[src/rtl/alu_pkg.sv]
// Shared definitions for the ALU result stage: flag bit positions in the
// status word, the buffered entry layout and default geometry.
package alu_pkg;

  localparam int RA_W_DEFAULT  = 4;
  localparam int DEPTH_DEFAULT = 2;

  // Bit positions of the architectural flags inside a 16-bit status word.
  localparam int FLAG_Z = 15;
  localparam int FLAG_N = 14;
  localparam int FLAG_C = 13;
  localparam int FLAG_V = 12;

  // One buffered ALU result; flags are kept in Z,N,C,V order (msb first).
  typedef struct packed {
    logic [15:0]             result;
    logic [3:0]              flags;
    logic [RA_W_DEFAULT-1:0] rd;
    logic                    rd_we;
    logic                    flag_we;
  } entry_t;

  // Pull the four architectural flags out of a raw ALU status word.
  function automatic logic [3:0] status_flags(input logic [15:0] status);
    return {status[FLAG_Z], status[FLAG_N], status[FLAG_C], status[FLAG_V]};
  endfunction

endpackage

[src/rtl/result_fifo2.sv]
// Two-entry strict-FIFO store for ALU results. Exposes the head entry for
// write-back and the second (newer) slot so the top level can forward from
// either buffered result.
module result_fifo2
  import alu_pkg::*;
#(
  parameter int DEPTH = DEPTH_DEFAULT
) (
  input  logic   clk,
  input  logic   rst_n,
  input  logic   push_req,
  input  entry_t din,
  output logic   ready,
  input  logic   pop_req,
  output logic   valid,
  output entry_t head,
  output entry_t newer,
  output logic   newer_valid
);

  localparam int CNT_W = $clog2(DEPTH + 1);

  logic [CNT_W-1:0] count;
  logic             head_ptr;
  logic             tail_ptr;
  entry_t           mem [2];
  logic             push;
  logic             pop;

  // Full buffer never accepts, even when it is being drained this cycle.
  assign ready = count < CNT_W'(DEPTH);
  assign valid = count != '0;
  assign push  = push_req && ready;
  assign pop   = valid && pop_req;

  assign head        = mem[head_ptr];
  assign newer       = mem[~head_ptr];
  assign newer_valid = count == CNT_W'(DEPTH);

  // Occupancy and pointer bookkeeping.
  // NOTE: sequential state uses non-blocking assignments so every register
  // samples pre-edge values regardless of block evaluation order.
  always_ff @(posedge clk or negedge rst_n) begin
    if (!rst_n) begin
      count    <= '0;
      head_ptr <= 1'b0;
      tail_ptr <= 1'b0;
    end else begin
      if (push) tail_ptr <= ~tail_ptr;
      if (pop)  head_ptr <= ~head_ptr;
      case ({push, pop})
        2'b10:   count <= count + 1'b1;
        2'b01:   count <= count - 1'b1;
        default: count <= count;
      endcase
    end
  end

  // Entry storage, written only on an accepted push.
  // NOTE: the storage array has no reset; every consumer qualifies it with
  // count, so stale contents are never observable and the flops stay cheap.
  always_ff @(posedge clk) begin
    if (push) mem[tail_ptr] <= din;
  end

endmodule

[src/rtl/alu_result_stage.sv]
// Result stage behind the 16-bit ALU: buffers results in a 2-entry FIFO,
// drains them to the register-file write port over valid/ready, owns the
// architectural status register and a saturating commit counter.
// Optional feature: define ALU_BYPASS_EN to build the forwarding lookup;
// otherwise byp_hit/byp_data are constant 0 and byp_addr is ignored.
module alu_result_stage
  import alu_pkg::*;
#(
  parameter int DEPTH = DEPTH_DEFAULT,
  parameter int RA_W  = RA_W_DEFAULT
) (
  input  logic            clk,
  input  logic            rst_n,
  input  logic            in_valid,
  output logic            in_ready,
  input  logic [15:0]     in_result,
  input  logic [15:0]     in_status,
  input  logic [RA_W-1:0] in_rd,
  input  logic            in_rd_we,
  input  logic            in_flag_we,
  output logic            wb_valid,
  input  logic            wb_ready,
  output logic [15:0]     wb_data,
  output logic [RA_W-1:0] wb_rd,
  output logic            wb_we,
  output logic [15:0]     status_reg,
  output logic [15:0]     commit_cnt,
  input  logic [RA_W-1:0] byp_addr,
  output logic            byp_hit,
  output logic [15:0]     byp_data
);

  entry_t     din;
  entry_t     head;
  entry_t     newer;
  logic       newer_valid;
  logic       pop;
  logic [3:0] flags;
  logic       unused_status;

  assign din.result  = in_result;
  assign din.flags   = status_flags(in_status);
  assign din.rd      = in_rd;
  assign din.rd_we   = in_rd_we;
  assign din.flag_we = in_flag_we;

  // Only bits 15:12 of the ALU status word carry meaning.
  assign unused_status = &{1'b0, in_status[11:0]};

  result_fifo2 #(.DEPTH(DEPTH)) u_fifo (
    .clk         (clk),
    .rst_n       (rst_n),
    .push_req    (in_valid),
    .din         (din),
    .ready       (in_ready),
    .pop_req     (wb_ready),
    .valid       (wb_valid),
    .head        (head),
    .newer       (newer),
    .newer_valid (newer_valid)
  );

  assign pop = wb_valid && wb_ready;

  // Write-back port is forced to zero while the buffer is empty.
  assign wb_data = wb_valid ? head.result : '0;
  assign wb_rd   = wb_valid ? head.rd     : '0;
  assign wb_we   = wb_valid && head.rd_we;

  assign status_reg = {flags, 12'h000};

  // Architectural flags and commit counter advance on each pop.
  always_ff @(posedge clk or negedge rst_n) begin
    if (!rst_n) begin
      flags      <= '0;
      commit_cnt <= '0;
    end else if (pop) begin
      if (head.flag_we) flags <= head.flags;
      if (commit_cnt != 16'hFFFF) commit_cnt <= commit_cnt + 16'd1;
    end
  end

`ifdef ALU_BYPASS_EN
  logic unused_byp;

  assign unused_byp = &{1'b0, newer.flags, newer.flag_we};

  // Forwarding lookup: newest matching buffered result wins.
  // NOTE: outputs get a default first so no path through the block leaves
  // them unassigned, which would otherwise infer a latch.
  always_comb begin
    byp_hit  = 1'b0;
    byp_data = '0;
    if (wb_valid && head.rd_we && (head.rd == byp_addr)) begin
      byp_hit  = 1'b1;
      byp_data = head.result;
    end
    if (newer_valid && newer.rd_we && (newer.rd == byp_addr)) begin
      byp_hit  = 1'b1;
      byp_data = newer.result;
    end
  end
`else
  logic unused_byp;

  assign unused_byp = &{1'b0, byp_addr, newer, newer_valid};
  assign byp_hit    = 1'b0;
  assign byp_data   = '0;
`endif

endmodule

[config.mk]
export PLATFORM = sky130hd
export DESIGN_NAME = alu_result_stage
export DESIGN_NICKNAME = d
export VERILOG_FILES = /design/src/rtl/alu_pkg.sv /design/src/rtl/result_fifo2.sv /design/src/rtl/alu_result_stage.sv
export SDC_FILE = /design/constraint.sdc
export NUM_CORES = 1
export LEC_CHECK = 0
export ABC_AREA = 1
export BUFFER_PORTS_ARGS = -buffer_cell sky130_fd_sc_hd__buf_4
export CORE_MARGIN = 8
export CORE_UTILIZATION = 56
export CTS_CLUSTER_SIZE = 12
export DETAILED_ROUTE_END_ITERATION = 8
export PLACE_DENSITY = 0.85
export RECOVER_POWER = 100
export SLEW_MARGIN = 25
export SYNTH_ARGS = -nofsm -noshare
export SYNTH_HDL_FRONTEND = slang
export SYNTH_HIERARCHICAL = 1
export SYNTH_SLANG_ARGS = --single-unit
[constraint.sdc]
create_clock -name clk -period 4.6 [get_ports clk]
set_clock_uncertainty 0.2 [all_clocks]
set_input_delay 0 -clock clk [delete_from_list [all_inputs] [get_ports clk]]
set_output_delay 0 -clock clk [all_outputs]
set_load 0.03 [all_outputs]
==> key figures, run 1 <==
Synth
  – Cells after Synth: around 400
  – Avg Cell Area, Syn: about 9.7 sq um
  – Mapped Area: 3830 sq um
  – Yosys Warn Count: 6

Clock network
  – Post-CTS setup buffer count: 0
  – CTS tree: built
  – # resized after CTS: 0
  – CTS HTree Levels: 3
  – Worst-Skew Late Latency: about 0.34 ns
  – Clk sinks: 76
  – Clock buffer depth: 2
  – Clock Root Buffer: clkbuf_8
  – CTS Buf Count: 9
  – Reg clk slew, reported paths: 0.08 ns

Drt
  – DR vias/cell: roughly 4.8
  – Via count: 2767
  – Iter 0 DRT Violations: 106
  – Routed WL per cell: ~13 microns
  – DRC viols: 0
  – Final antenna-violating net count: 0
  – Drt first pass iters: 5
  – Final WL: between 7000 and 8000 microns

Pwr
  – PD cells: between 500 and 600 nW/um^2
  – Design Power: between 2000 and 3000 uW
  – Peak supply drop: 0.368 mV
  – LEAKAGE: 0.00205 uW

Final layout
  – Antenna cells: 0
  – Share of post-route cells with drive strength above 1: about an eighth
  – Commonest non-fill, non-tap cell in the layout: nand2_1
  – Most frequent cells in the layout: nand2_1 (117), inv_1 (65), edfxtp_1 (52)
  – Layout Nets: ~540
  – Layout area overhead: 17.6%
  – Post-layout util: between 60% and 70%

GRT
  – First-pass GRT wire length: 12700 microns
  – Initial antenna violation count: 0
  – Vias in the first global route: around 2.7k
  – Gr usage total: 16.3%
  – Largest net degree at the start of global routing: 31
  – Global route total overflow: 0

Place
  – I/O Buffers: 72
  – Pre-CTS WS: roughly 2.3 ns
  – Dpl hpwl: ~5200 microns
  – GP Congestion: 0.844

Setup path
  – CP max stage delay: about 1.1 ns
  – Startpoint type of the worst setup path: flop
  – Worst Path Arrival: around 2.7 ns
  – Most frequent CP cell: o21ai_0
  – CP delay by family, top: compound AO/OA/AOI/OAI gates
  – Setup CP Type: reg -> reg
  – Max FO, Critical Path: 12
  – Worst Path Buf+Inv: 1
  – Critical Path Sink Type: flop
  – Slowest-stage cell, CP: o21ai_0
  – Worst Path Required: approximately 4.6 ns
  – Crit-path cells: ha_1, nand3_1, clkinvlp_2, nand2_4, o21ai_0, o21ai_0

STA
  – # setup viols final: 0
  – RSZ-0062 raised after global routing: false
  – Slew at the pin with the worst max-slew slack: roughly 1.4 ns
  – Setup TNS: 0 ns
  – Number of hold violations in the final report: 0
  – Minimum clock period: ~2.7 ns
  – Final worst path period share: between 50% and 60%
  – Peak Freq: around 360 MHz
  – Relative slew slack: between 6 and 7%
  – Worst setup margin: between 1.5 and 2 ns
  – Worst hold margin: approximately 0.20 ns
  – Final Max Tran Viols: 0

Die
  – Die Wd: slightly below 100 microns
  – CORE AREA: between 6000 and 7000 sq um
  – Initial core utilization: approximately 57%
  – Die Area: between 9000 and 10000 sq um
  – IO Pins: ~120
  – Row count: 30
  – Chip Height: 98.8 microns

Run status
  – Status: finished clean

Hold path
  – Hold/Removal Path Class: in -> reg

Run
  – Max Cap Viol: 0
cell type report:
cell class	count	area (sq um)
Timing Repair Buffer	105	683
Clock buffer	9	124
Sequential cell	76	2160
Multi-Input combinational cell	237	1110
Clock inverter	7	75.1
Inverter	67	260
Tap cell	80	100
Fill cell	555	2210
worst register-to-register path, cell delays in order, from the launching register on:
cell	delay (ns)
dfrtp_1	0.44
ha_1	0.28
nand3_1	0.19
clkinvlp_2	0.16
nand2_4	0.06
o21ai_0	1.06
o21ai_0	0.17
final timing paths:
path	start	to	slack, ns	cells past startpoint
worst max-delay path	commit_cnt[0]	commit_cnt[6]	1.85	6
worst min-delay path	in_rd[0]	u_fifo/mem[1][2]	0.20	2
worst max register to register	commit_cnt[0]	commit_cnt[6]	1.85	6
worst min register to register	u_fifo/count[1]	u_fifo/count[1]	0.29	2
max in group asynchronous	rst_n	u_fifo/count[1]	2.53	4
min in group asynchronous	rst_n	commit_cnt[11]	0.90	4
registers in the layout, indices dropped and copies added, names as in the netlist:
register / count
u_fifo/mem: 52
commit_cnt: 16
flags: 4
u_fifo/tail_ptr: 1
u_fifo/count: 2
u_fifo/head_ptr: 1
what timing repair did:
item	4_1_cts	5_1_grt
setup endpoints to repair	0	0
hold endpoints to repair	92	0
hold buffers	31	0
report_power, final:
| group | total, uW | internal (uW) | switching [uW] |
|---|---|---|---|
| Combinational | 1130 | 304 | 826 |
| Sequential | 1040 | 910 | 128 |
| Clock | 503 | 252 | 251 |
| Total | 2670 | 1470 | 1200 |
routing by layer:
| metal | routed length (microns) | vias up | GRT usage (%) |
|---|---|---|---|
| met3 | 538 | 11 | 4.86 |
| met2 | 3840 | 96 | 27.8 |
| met5 | 0 | - | 0 |
| met4 | 155 | 0 | 8.15 |
| met1 | 3160 | 1278 | 18.2 |
| li1 | - | 1382 | - |
through the flow:
stage	instance area (sq um)	cells
global placement	4240	534
global route	4510	581
finish	4510	581
detailed placement	4240	534
CTS	4750	581
floorplan	3940	423
Power figures use the tool's default switching activity.
==> run 2: changes to the inputs <==
--- a/config.mk
+++ b/config.mk
@@ -8,10 +8,10 @@
 export ABC_AREA = 1
 export BUFFER_PORTS_ARGS = -buffer_cell sky130_fd_sc_hd__buf_4
 export CORE_MARGIN = 8
-export CORE_UTILIZATION = 56
+export CORE_UTILIZATION = 52
 export CTS_CLUSTER_SIZE = 12
 export DETAILED_ROUTE_END_ITERATION = 8
-export PLACE_DENSITY = 0.85
+export PLACE_DENSITY = 0.8
 export RECOVER_POWER = 100
 export SLEW_MARGIN = 25
 export SYNTH_ARGS = -nofsm -noshare
==> constraint.sdc (replaced) <==
create_clock -name clk -period 2.8 [get_ports clk]
set_clock_uncertainty 0.2 [all_clocks]
set_input_delay 0 -clock clk [delete_from_list [all_inputs] [get_ports clk]]
set_output_delay 0 -clock clk [all_outputs]
set_load 0.03 [all_outputs]
==> key figures, run 2 (synthesized netlist as in run 1, its figures left out) <==
STA
  – Setup TNS: 0 ns
  – Slew at the pin with the worst max-slew slack: approximately 1.3 ns
  – Peak Freq: 443 MHz
  – Minimum clock period: around 2.3 ns
  – Final worst path period share: roughly four fifths
  – # setup viols final: 0
  – RSZ-0062 raised after global routing: false
  – Number of hold violations in the final report: 0
  – Relative slew slack: between 10% and 20%
  – Final Max Tran Viols: 0
  – Worst hold margin: 0.197 ns

Pwr
  – LEAKAGE: roughly 0.0021 uW
  – Peak supply drop: between 0.5 and 0.6 mV
  – Design Power: approximately 4400 uW
  – PD cells: about 960 nW/um^2

Place
  – GP Congestion: 0.835
  – Dpl hpwl: between 5000 and 6000 microns
  – I/O Buffers: a little over 70
  – Placed cells: about 560
  – Area post-placement: about 4300 sq um

Run
  – Max Cap Viol: 0

Clock network
  – Clk sinks: 76
  – CTS tree: built
  – CTS Buf Count: 9
  – Worst-Skew Late Latency: 0.34 ns
  – Post-CTS setup buffer count: 0
  – Clock buffer depth: 2
  – CTS HTree Levels: 3
  – Clock Root Buffer: clkbuf_8
  – Reg clk slew, reported paths: 0.08 ns

Drt
  – Iter 0 DRT Violations: 139
  – Via count: ~2.8k
  – Final antenna-violating net count: 0
  – DR vias/cell: ~4.6
  – Drt first pass iters: 4
  – Routed WL per cell: approximately 13 microns
  – DRC viols: 0
  – Final WL: slightly above 8000 microns

Setup path
  – Worst R2R End: commit_cnt[10]
  – Worst Path Buf+Inv: 1
  – R2R cell count: 7
  – Setup CP Type: reg -> reg
  – Worst Path Required: around 2.8 ns
  – Crit-path cells: ha_1, nand3_1, clkinvlp_2, nand2_4, nor2_1, nor2_2, o21ai_0
  – Max FO, Critical Path: 16
  – Slowest-stage cell, CP: nor2_2
  – CP max stage delay: approximately 0.5 ns
  – Startpoint of the worst register-to-register path: commit_cnt[0]
  – Startpoint type of the worst setup path: flop
  – Critical Path Sink Type: flop
  – CP delay by family, top: simple AND/OR/NAND/NOR gates
  – Worst Path Arrival: between 2 and 2.5 ns
  – R2r setup slk: 0.54 ns

GRT
  – Largest net degree at the start of global routing: 31
  – Initial antenna violation count: 0
  – First-pass GRT wire length: approximately 13000 microns
  – Vias in the first global route: around 2.7k
  – Global route total overflow: 0
  – Gr usage total: 15.8%

Run status
  – Status: finished clean

Die
  – Die Area: approximately 10000 sq um
  – Initial core utilization: between 50% and 60%
  – IO Pins: between 100 and 150
  – Die Wd: 102 microns
  – CORE AREA: 7210 sq um
  – Chip Height: between 100 and 150 microns
  – Row count: 31

Final layout
  – Layout area overhead: 18.8%
  – Max reg flops: between 50 and 60
  – Antenna cells: 0
  – Cell Count, Final, Fillers Out: 604
  – Layout Nets: between 500 and 600
  – Share of post-route cells with drive strength above 1: between 10% and 20%
  – Biggest regs: u_fifo/mem: 52 flops, commit_cnt: 16 flops, flags: 4 flops
  – Commonest non-fill, non-tap cell in the layout: nand2_1
  – Biggest register: u_fifo/mem
  – Final design area excluding fillers: 4560 sq um
  – Most frequent cells in the layout: nand2_1 (117), inv_1 (65), edfxtp_1 (52)

Hold path
  – Hold/Removal Path Class: in -> reg
  – Hold Path Stages: 2
  – Hold endpoint: u_fifo/mem[0][6]
  – Min-Delay Startpoint: in_status[12]
run 2: how the worst max path moves through the flow:
stage	startpoint	end	depth (start not counted)
4_1_cts	u_fifo/count[1]	u_fifo/count[1]	10
2_1_floorplan	u_fifo/count[1]	u_fifo/mem[0][0]	3
3_3_place_gp	u_fifo/count[1]	u_fifo/count[1]	10
5_1_grt	rst_n	commit_cnt[7]	4
6_report	commit_cnt[0]	commit_cnt[10]	7
3_5_place_dp	u_fifo/count[1]	u_fifo/count[1]	10
run 2: what timing repair did:
item | CTS | global route
hold endpoints to repair | 87 | 0
gates resized for setup | 0 | 0
hold buffers | 31 | 0
run 2: power breakdown:
| group | internal [uW] | total (uW) | leakage [uW] | switching (uW) |
|---|---|---|---|---|
| Sequential | 1500 | 1650 | 0.000792 | 155 |
| Combinational | 511 | 1980 | 0.00119 | 1470 |
| Clock | 322 | 728 | 0.0000880 | 406 |
| Total | 2330 | 4360 | 0.00207 | 2030 |
run 2: worst register-to-register path: stages (launching register included):
cell and delay [ns]:
dfrtp_1 0.45, ha_1 0.29, nand3_1 0.18, clkinvlp_2 0.17, nand2_4 0.09, nor2_1 0.06, nor2_2 0.51, o21ai_0 0.16
run 2: cell type report:
type / instances / area [sq um]
Clock buffer: 10 / 128
Clock inverter: 6 / 40.0
Fill cell: 616 / 2660
Inverter: 67 / 260
Multi-Input combinational cell: 237 / 1140
Sequential cell: 76 / 2160
Tap cell: 99 / 124
Timing Repair Buffer: 109 / 706
run 2: metrics by stage:
stage / util [%] / setup WS [ns]
after CTS: 66.2 / 0.862
after global placement: 59.5 / 0.920
after floorplan: - / 0.278
after global routing: 63.1 / 0.344
after detailed placement: 59.5 / 0.873
final: 63.1 / 0.541
run 2: layer usage:
metal | track usage [%] | share of wire [%] | up-vias | wire, microns
met5 | 0 | 0 | - | 0
met4 | 6.43 | 1.4 | 0 | 114
met3 | 4.29 | 6.0 | 8 | 481
met2 | 28.4 | 53 | 65 | 4250
met1 | 17.2 | 40 | 1296 | 3210
li1 | - | - | 1394 | -
